[config.mk]
export PLATFORM = sky130hd
export DESIGN_NAME = if_fetch_ctrl
export DESIGN_NICKNAME = d
export VERILOG_FILES = /design/src/rtl/if_pkg.sv /design/src/rtl/if_out_reg.sv /design/src/rtl/if_fetch_ctrl.sv
export SDC_FILE = /design/constraint.sdc
export NUM_CORES = 1
export LEC_CHECK = 0
export BUFFER_PORTS_ARGS = -buffer_cell sky130_fd_sc_hd__buf_2
export CORE_MARGIN = 2
export CORE_UTILIZATION = 30
export CTS_CLUSTER_DIAMETER = 50
export CTS_CLUSTER_SIZE = 12
export DETAILED_ROUTE_END_ITERATION = 8
export PLACE_DENSITY_LB_ADDON = 0.05
export SYNTH_ARGS = -nofsm -noshare
export SYNTH_HDL_FRONTEND = slang
export SYNTH_SLANG_ARGS = --single-unit
[constraint.sdc]
create_clock -name clk -period 5 [get_ports clk]
set_clock_uncertainty 0.05 [all_clocks]
set_input_delay 0.5 -clock clk [delete_from_list [all_inputs] [get_ports clk]]
set_output_delay 0.5 -clock clk [all_outputs]
set_load 0.05 [all_outputs]
[src/rtl/if_pkg.sv]
// Shared types and constants for the instruction-fetch sequencer.
package if_pkg;

  typedef enum logic [1:0] {
    IDLE = 2'd0,
    REQ  = 2'd1,
    HOLD = 2'd2,
    DROP = 2'd3
  } fetch_state_e;

  localparam int unsigned INST_BYTES = 4;
  localparam logic [31:0] NOP_INST   = 32'h0000_0013;

  function automatic logic [31:0] word_align(input logic [31:0] addr);
    return {addr[31:2], 2'b00};
  endfunction

endpackage

[src/rtl/if_out_reg.sv]
// Single-entry IF output register: holds one fetched instruction until decode takes it.
module if_out_reg
  import if_pkg::*;
(
  input  logic        clk,
  input  logic        rst,
  input  logic        load_i,
  input  logic        consume_i,
  input  logic        kill_i,
  input  logic [31:0] pc_i,
  input  logic [31:0] inst_i,
  output logic        valid_o,
  output logic [31:0] pc_o,
  output logic [31:0] inst_o
);

  logic        valid_q, valid_d;
  logic [31:0] pc_q, pc_d;
  logic [31:0] inst_q, inst_d;

  // Kill beats load; a load alone or with a consume replaces the entry.
  always_comb begin
    valid_d = valid_q;
    pc_d    = pc_q;
    inst_d  = inst_q;
    if (kill_i) begin
      valid_d = 1'b0;
      inst_d  = NOP_INST;
    end else if (load_i) begin
      valid_d = 1'b1;
      pc_d    = pc_i;
      inst_d  = inst_i;
    end else if (consume_i) begin
      valid_d = 1'b0;
    end
  end

  always_ff @(posedge clk or posedge rst) begin
    if (rst) begin
      valid_q <= 1'b0;
      pc_q    <= '0;
      inst_q  <= '0;
    end else begin
      valid_q <= valid_d;
      pc_q    <= pc_d;
      inst_q  <= inst_d;
    end
  end

  assign valid_o = valid_q;
  assign pc_o    = pc_q;
  assign inst_o  = inst_q;

endmodule

[src/rtl/if_fetch_ctrl.sv]
// IF-stage fetch sequencer: owns the fetch PC, runs the imem req/ack handshake
// and picks the next PC (recovery > prediction > sequential).
module if_fetch_ctrl
  import if_pkg::*;
#(
  parameter logic [31:0] RESET_PC = 32'h0000_0000,
  parameter int          CNT_W    = 16
) (
  input  logic             clk,
  input  logic             rst,
  input  logic             pc_write,
  input  logic             mispredict,
  input  logic [31:0]      recover_pc,
  input  logic             pred_taken,
  input  logic [31:0]      pred_target,
  output logic             imem_req,
  output logic [31:0]      imem_addr,
  input  logic             imem_ack,
  input  logic [31:0]      imem_rdata,
  output logic             if_valid,
  output logic [31:0]      if_pc,
  output logic [31:0]      if_inst,
  output logic             flush,
  output logic [CNT_W-1:0] redirect_cnt,
  output logic [CNT_W-1:0] stall_cnt
);

  fetch_state_e     state_q, state_d;
  logic [31:0]      pc_q, pc_d;
  logic [31:0]      addr_q, addr_d;
  logic             req_q, req_d;
  logic             flush_q, flush_d;
  logic [CNT_W-1:0] redirect_cnt_q, redirect_cnt_d;
  logic [CNT_W-1:0] stall_cnt_q, stall_cnt_d;

  logic load, consume;

  assign load    = (state_q == REQ) && imem_ack && !mispredict;
  assign consume = if_valid && pc_write;

  always_comb begin
    state_d = state_q;
    pc_d    = pc_q;
    case (state_q)
      IDLE: state_d = REQ;
      REQ: begin
        if (imem_ack) begin
          state_d = REQ;
          if (!mispredict) begin
            pc_d    = pred_taken ? word_align(pred_target) : pc_q + 32'(INST_BYTES);
            state_d = (pc_write || !if_valid) ? REQ : HOLD;
          end
        end else if (mispredict) begin
          state_d = DROP;
        end
      end
      HOLD: if (pc_write || mispredict) state_d = REQ;
      // A response that completes the squashed request frees the bus even under a new mispredict.
      DROP: if (imem_ack) state_d = REQ;
      default: state_d = IDLE;
    endcase
    if (mispredict) pc_d = word_align(recover_pc);

    // The address only moves when a new request starts, so it is stable until ack.
    req_d          = (state_d == REQ) || (state_d == DROP);
    addr_d         = (state_d == REQ) ? pc_d : addr_q;
    flush_d        = mispredict;
    redirect_cnt_d = redirect_cnt_q + CNT_W'(mispredict);
    stall_cnt_d    = stall_cnt_q + CNT_W'(if_valid && !pc_write);
  end

  always_ff @(posedge clk or posedge rst) begin
    if (rst) begin
      state_q        <= IDLE;
      pc_q           <= RESET_PC;
      addr_q         <= RESET_PC;
      req_q          <= 1'b0;
      flush_q        <= 1'b0;
      redirect_cnt_q <= '0;
      stall_cnt_q    <= '0;
    end else begin
      state_q        <= state_d;
      pc_q           <= pc_d;
      addr_q         <= addr_d;
      req_q          <= req_d;
      flush_q        <= flush_d;
      redirect_cnt_q <= redirect_cnt_d;
      stall_cnt_q    <= stall_cnt_d;
    end
  end

  if_out_reg u_out_reg (
    .clk       (clk),
    .rst       (rst),
    .load_i    (load),
    .consume_i (consume),
    .kill_i    (mispredict),
    .pc_i      (pc_q),
    .inst_i    (imem_rdata),
    .valid_o   (if_valid),
    .pc_o      (if_pc),
    .inst_o    (if_inst)
  );

  assign imem_req     = req_q;
  assign imem_addr    = addr_q;
  assign flush        = flush_q;
  assign redirect_cnt = redirect_cnt_q;
  assign stall_cnt    = stall_cnt_q;

endmodule

# Word level (Yosys, flattened, before mapping)

Cells that the tools add are included.

Latch bits: 0
Memories kept: 0
ROM bits: 0
Bits in writable memories: 0
Bits of input ports: 102
Register bits: 165

Bitwise operators: 1
$lt $le $gt $ge: 0
Reduce and logical (&&, ||, !) cells: 14
Add/subtract/negate cells: 3
Multiplexer cells: 16
Equality and inequality tests: 5
Divide/modulo/power cells: 0
Multiply operators: 0
Shifts and indexed selects: 0

Operator list:

| operator                                       | count |
|---|---|
| two-way mux 32 bit                             | 6 |
| adder 16 x 1 -> 16 bit                         | 2 |
| adder 32 x 3 -> 32 bit (second input constant) | 1 |
| two-way mux 2 bit                              | 6 |
| one-hot mux 2 bit (4 select lines)             | 1 |
| == test 2 bit (second input constant)          | 3 |
| == test 2 x 1 -> 1 bit (second input constant) | 2 |
| logical AND 1 bit                              | 4 |
| logical NOT 1 bit                              | 3 |
| logical OR 1 bit                               | 3 |
| two-way mux 1 bit                              | 3 |
| nonzero test 3 bit                             | 1 |
| logical NOT 2 bit                              | 1 |
| AND reduction 2 bit                            | 1 |
| nonzero test 2 bit                             | 1 |
| inverter 1 bit                                 | 1 |

# Depth between registers and ports, before layout

Depth after elaboration: 8
Mapped depth: 9
Mapped depth without buffers: 7

# Cells and area by module

From an unflattened synthesis, not the netlist that was laid out.

Cell total of the unflattened synthesis: 710
Area, all modules: 7,781.2 µm²

By module, submodules not included:

| module        | instances | seq. area each (µm²) | cells each | area each (µm²) |
|---|---|---|---|---|
| if_fetch_ctrl | 1         | 2,477.4              | 532        | 5,114.9 |
| if_out_reg    | 1         | 1,626.6              | 178        | 2,666.3 |

# Least setup slack after synthesis

No wires, ideal clock.

Path kind: reg2reg
From: register state_q[0]
To: register addr_q[18] (netlist: imem_addr[18])
Stages on the path, launching flop included: 9
Path slack: 2,680 ps
Data required time: 4,883 ps
Data arrival time: 2,203 ps
Period minus slack after synthesis: 2,320 ps
Cell sequence: dfrtp_1 > clkbuf_1 > nand4bb_1 > clkbuf_1 > nor2_1 > clkbuf_1 > o311ai_0 > nand3_1 > mux2_2

RTL lines:

| element                | RTL line            | RTL |
|---|---|---|
| from (decl)            | if_fetch_ctrl.sv:28 | `fetch_state_e state_q, state_d;` |
| from (signal assigned) | if_fetch_ctrl.sv:82 | `state_q <= state_d;` |
| == test 2 x 1 -> 1 bit | if_fetch_ctrl.sv:44 | `case (state_q)` |
| two-way mux 32 bit     | if_fetch_ctrl.sv:44 |  |
| two-way mux 32 bit     | if_fetch_ctrl.sv:62 | `if (mispredict) pc_d = word_align(recover_pc);` |
| via pc_d[18]           | if_fetch_ctrl.sv:29 | `logic [31:0] pc_q, pc_d;` |
| to (signal assigned)   | if_fetch_ctrl.sv:84 | `addr_q <= addr_d;` |
| to (decl)              | if_fetch_ctrl.sv:30 | `logic [31:0] addr_q, addr_d;` |

The timed path passes the listed nets, and every way through them passes these cells.
A chain may end at the register's enable or synchronous reset.

# Worst setup path in the final report

From: register pc_q[2]
To: register addr_q[22] (netlist: imem_addr[22])

Cells in the longest elaborated chain, start to end: 5

RTL lines:

| element                | RTL line            | RTL |
|---|---|---|
| from (decl)            | if_fetch_ctrl.sv:29 |  |
| from (signal assigned) | if_fetch_ctrl.sv:83 | `pc_q <= pc_d;` |
| adder 32 x 3 -> 32 bit | if_fetch_ctrl.sv:50 | `pc_d = pred_taken ? word_align(pred_target) : pc_q + 32'(INST_BYTES);` |
| two-way mux 32 bit     | if_fetch_ctrl.sv:50 |  |
| two-way mux 32 bit     | if_fetch_ctrl.sv:47 | `if (imem_ack) begin` |
| two-way mux 32 bit     | if_fetch_ctrl.sv:44 |  |
| two-way mux 32 bit     | if_fetch_ctrl.sv:62 |  |
| via pc_d[22]           | if_fetch_ctrl.sv:29 |  |

The timed path passes the listed nets, and every way through them passes these cells.

==> flow_metrics.env <==
export IMPL_path_buf_inv=0
export IMPL_ys_types=58
export IMPL_critical_path_max_stage_delay_ps=490
export IMPL_synth_area_leader_cell="dfrtp_1"
export IMPL_drt_iter0_markers=426
export IMPL_crit_required_ps=5260
export IMPL_worstReg2RegEnd="imem_addr[22]$_DFFE_PP0N_"
export IMPL_clock_sinks=164
export IMPL_period_share_pct=55.48
export IMPL_outcome="complete, no violations"
export IMPL_grt_pass1_wl_mm=37.09
export IMPL_clockRootBuffer="clkbuf_16"
export IMPL_path_cells="ha_1, and3_1, nand2_1, o311a_1, a211o_1, mux2_2"
export IMPL_dpl_hpwl_mm=16.67
export IMPL_drv_slew=0
export IMPL_cts_resized=0
export IMPL_routed_wl_mm=24.06
export IMPL_powerDensity_mw_per_mm2=446.5
export IMPL_r2r_cells=6
export IMPL_diodes=0
export IMPL_p_total_mw=4.293
export IMPL_drive_gt1_share_pct=29.90
export IMPL_io_buffers=228
export IMPL_maxSlewHeadroom_pct=43.75
export IMPL_async_flop_share_pct=100.0
export IMPL_syn_nets=909
export IMPL_hp_class="in2async"
export IMPL_r2r_slack_ps=2230
export IMPL_vias=6551
export IMPL_ys_seq_area_share_pct=54.32
export IMPL_die_h_um=162.7
export IMPL_path_max_fanout=14
export IMPL_arrival_ps=3030
export IMPL_hold_viol=0
export IMPL_synth_flop_cell="dfrtp_1"
export IMPL_path_clk_slew_ps=70
export IMPL_drc_errors=0
export IMPL_post_cts_buffers=0
export IMPL_power_static_leakage_nw=4.682
export IMPL_yosysTopAreaCellShare_pct=54.32
export IMPL_ir_worst_vdd_v=0.0002722
export IMPL_rows=58
export IMPL_layout_common_cells="buf_2 (228), nand2_1 (213), dfrtp_1 (164), a21oi_1 (53), nand3_1 (43)"
export IMPL_finalSetupViolations=0
export IMPL_die_w_um=162.7
export IMPL_totalNegativeSetupSlack_ps=0
export IMPL_dpl_cell_area_mm2=0.009016
export IMPL_htreeDepth=4
export IMPL_synthToLayoutAreaGrowth_pct=27.28
export IMPL_grt_max_degree=85
export IMPL_ant_nets=0
export IMPL_cp_end_kind="flip-flop"
export IMPL_first_pass_iters=5
export IMPL_numCtsBuffers=17
export IMPL_drv_cap=0
export IMPL_critPathKind="reg2reg"
export IMPL_tritoncts="yes"
export IMPL_rsz0062_at_grt="no"
export IMPL_r2r_start="pc_q[2]$_DFF_PP0_"
export IMPL_io_pins=233
export IMPL_grt_overflow=0
export IMPL_final_common_cell="buf_2"
export IMPL_cts_buffer_depth=2
export IMPL_core_mm2=0.02496
export IMPL_viasPerCell=4.853
export IMPL_clk_latency_ps=420
export IMPL_avgRoutedWirePerCell_um=17.82
export IMPL_critPathTopFamily="simple AND/OR/NAND/NOR gates"
export IMPL_synth_seq_cells=164
export IMPL_synth_area_per_cell_um2=9.420
export IMPL_cts_hold_buf=0
export IMPL_finish_net_count=1116
export IMPL_initial_core_util_pct=30.26
export IMPL_synth_area_leaders="dfrtp_1 (54%), nand2_1 (11%), a21oi_1 (3.5%)"
export IMPL_gp_congestion=0.7582
export IMPL_antenna_found_initial=0
export IMPL_track_usage_pct=18.27
export IMPL_grt_pass1_vias=6439
export IMPL_synth_area_mm2=0.007555
export IMPL_yosysWarnings=0
export IMPL_dieArea_mm2=0.02647
export IMPL_slowest_stage="o311a_1"
export IMPL_stdcell_area_mm2=0.009615
export IMPL_max_freq_mhz=360.5
export IMPL_post_route_min_period_ps=2774
export IMPL_synth_edff_count=0
export IMPL_synth_cells=802
export IMPL_worstMarginPinSlew_ps=843.8
export IMPL_start_kind="flip-flop"
[cells in the mapped netlist, drive strengths merged, types with 3 or more instances]
cell,n
nand2,213
dfrtp,164
a21oi,53
nand3,43
clkbuf,37
nor2,36
xnor2,28
o21ai,21
nand4,19
mux2,18
a31oi,16
buf,16
and3,14
nor3,13
inv,11
mux2i,10
nor4,7
xor2,7
a221o,5
and4,5
ha,5
o211ai,5
o31a,5
or2,4
or4,4
a211o,3
and2,3
o22ai,3
o311a,3
o31ai,3
[layout make-up]
cell class / count / area [um2]
clock inverters: 13 / 173.9
fillers: 2652 / 15350
clock buffers: 17 / 425.4
repair buffers: 241 / 1239
flip-flops and latches: 164 / 4104
inverters: 12 / 50.05
well taps: 330 / 412.9
multi-input cells: 573 / 3211
[logic make-up (layout without fill, tap and decap cells)]
family	Yosys count	in the layout	synth area share, %
adders and majority gates	5	5	0.8281
AOI/OAI and AO/OA	134	134	11.25
and+or+nand+nor	371	371	22.18
buffers and inverters	65	283	3.362
muxes	28	28	4.008
xor gates and xnor gates	35	35	4.058
DFF	164	164	54.32
[report_power, final]
group	total [mW]	internal, mW	switching (mW)
logic	1.23	0.301	0.926
clock network	1.38	0.793	0.584
registers	1.69	1.52	0.171
[state kept, by name (all words and copies together), names as in the netlist]
| signal | count |
|---|---|
| u_out_reg.inst_o | 32 |
| state_q | 2 |
| redirect_cnt | 16 |
| u_out_reg.pc_o | 32 |
| u_out_reg.valid_o | 1 |
| stall_cnt | 16 |
| imem_addr | 32 |
| pc_q | 32 |
| flush | 1 |
[metal layers]
layer	wire (um)	vias to the layer above	GRT usage (%)
met5	0	-	0
met4	237	0	4.224
met3	1298	10	4.329
met2	10820	177	27.97
met1	11710	3179	26.21
li1	-	3185	-
[worst max path at each step]
stage | from | endpoint | slack (ps) | cells past startpoint
after floorplan | rst | flush$_DFF_PP0_ | 20 | 1
after global placement | mispredict | imem_addr[21]$_DFFE_PP0N_ | 2020 | 7
after detailed placement | mispredict | imem_addr[21]$_DFFE_PP0N_ | 2000 | 7
after CTS | pc_q[2]$_DFF_PP0_ | imem_addr[22]$_DFFE_PP0N_ | 2240 | 6
after global routing | pc_q[2]$_DFF_PP0_ | imem_addr[22]$_DFFE_PP0N_ | 2130 | 6
final | pc_q[2]$_DFF_PP0_ | imem_addr[22]$_DFFE_PP0N_ | 2230 | 6
[stage by stage]
stage          setup WS, ps  utilization (%)  cells  hold slack [ps]
6_report               2226            38.52   1350            138.8
5_1_grt                2131            38.52   1350            203.1
4_1_cts                2240            38.52   1350            202.1
3_5_place_dp           1999            36.12   1320            407.1
3_3_place_gp           2020            36.12   1320            404.9
2_1_floorplan         16.67                -    802            380.4
[worst reg2reg max path, cell delays in order, from the launching register on]
cell and delay [ps]:
dfrtp_1 470, ha_1 230, and3_1 410, nand2_1 460, o311a_1 490, a211o_1 280, mux2_2 260
Power figures use the tool's default switching activity.
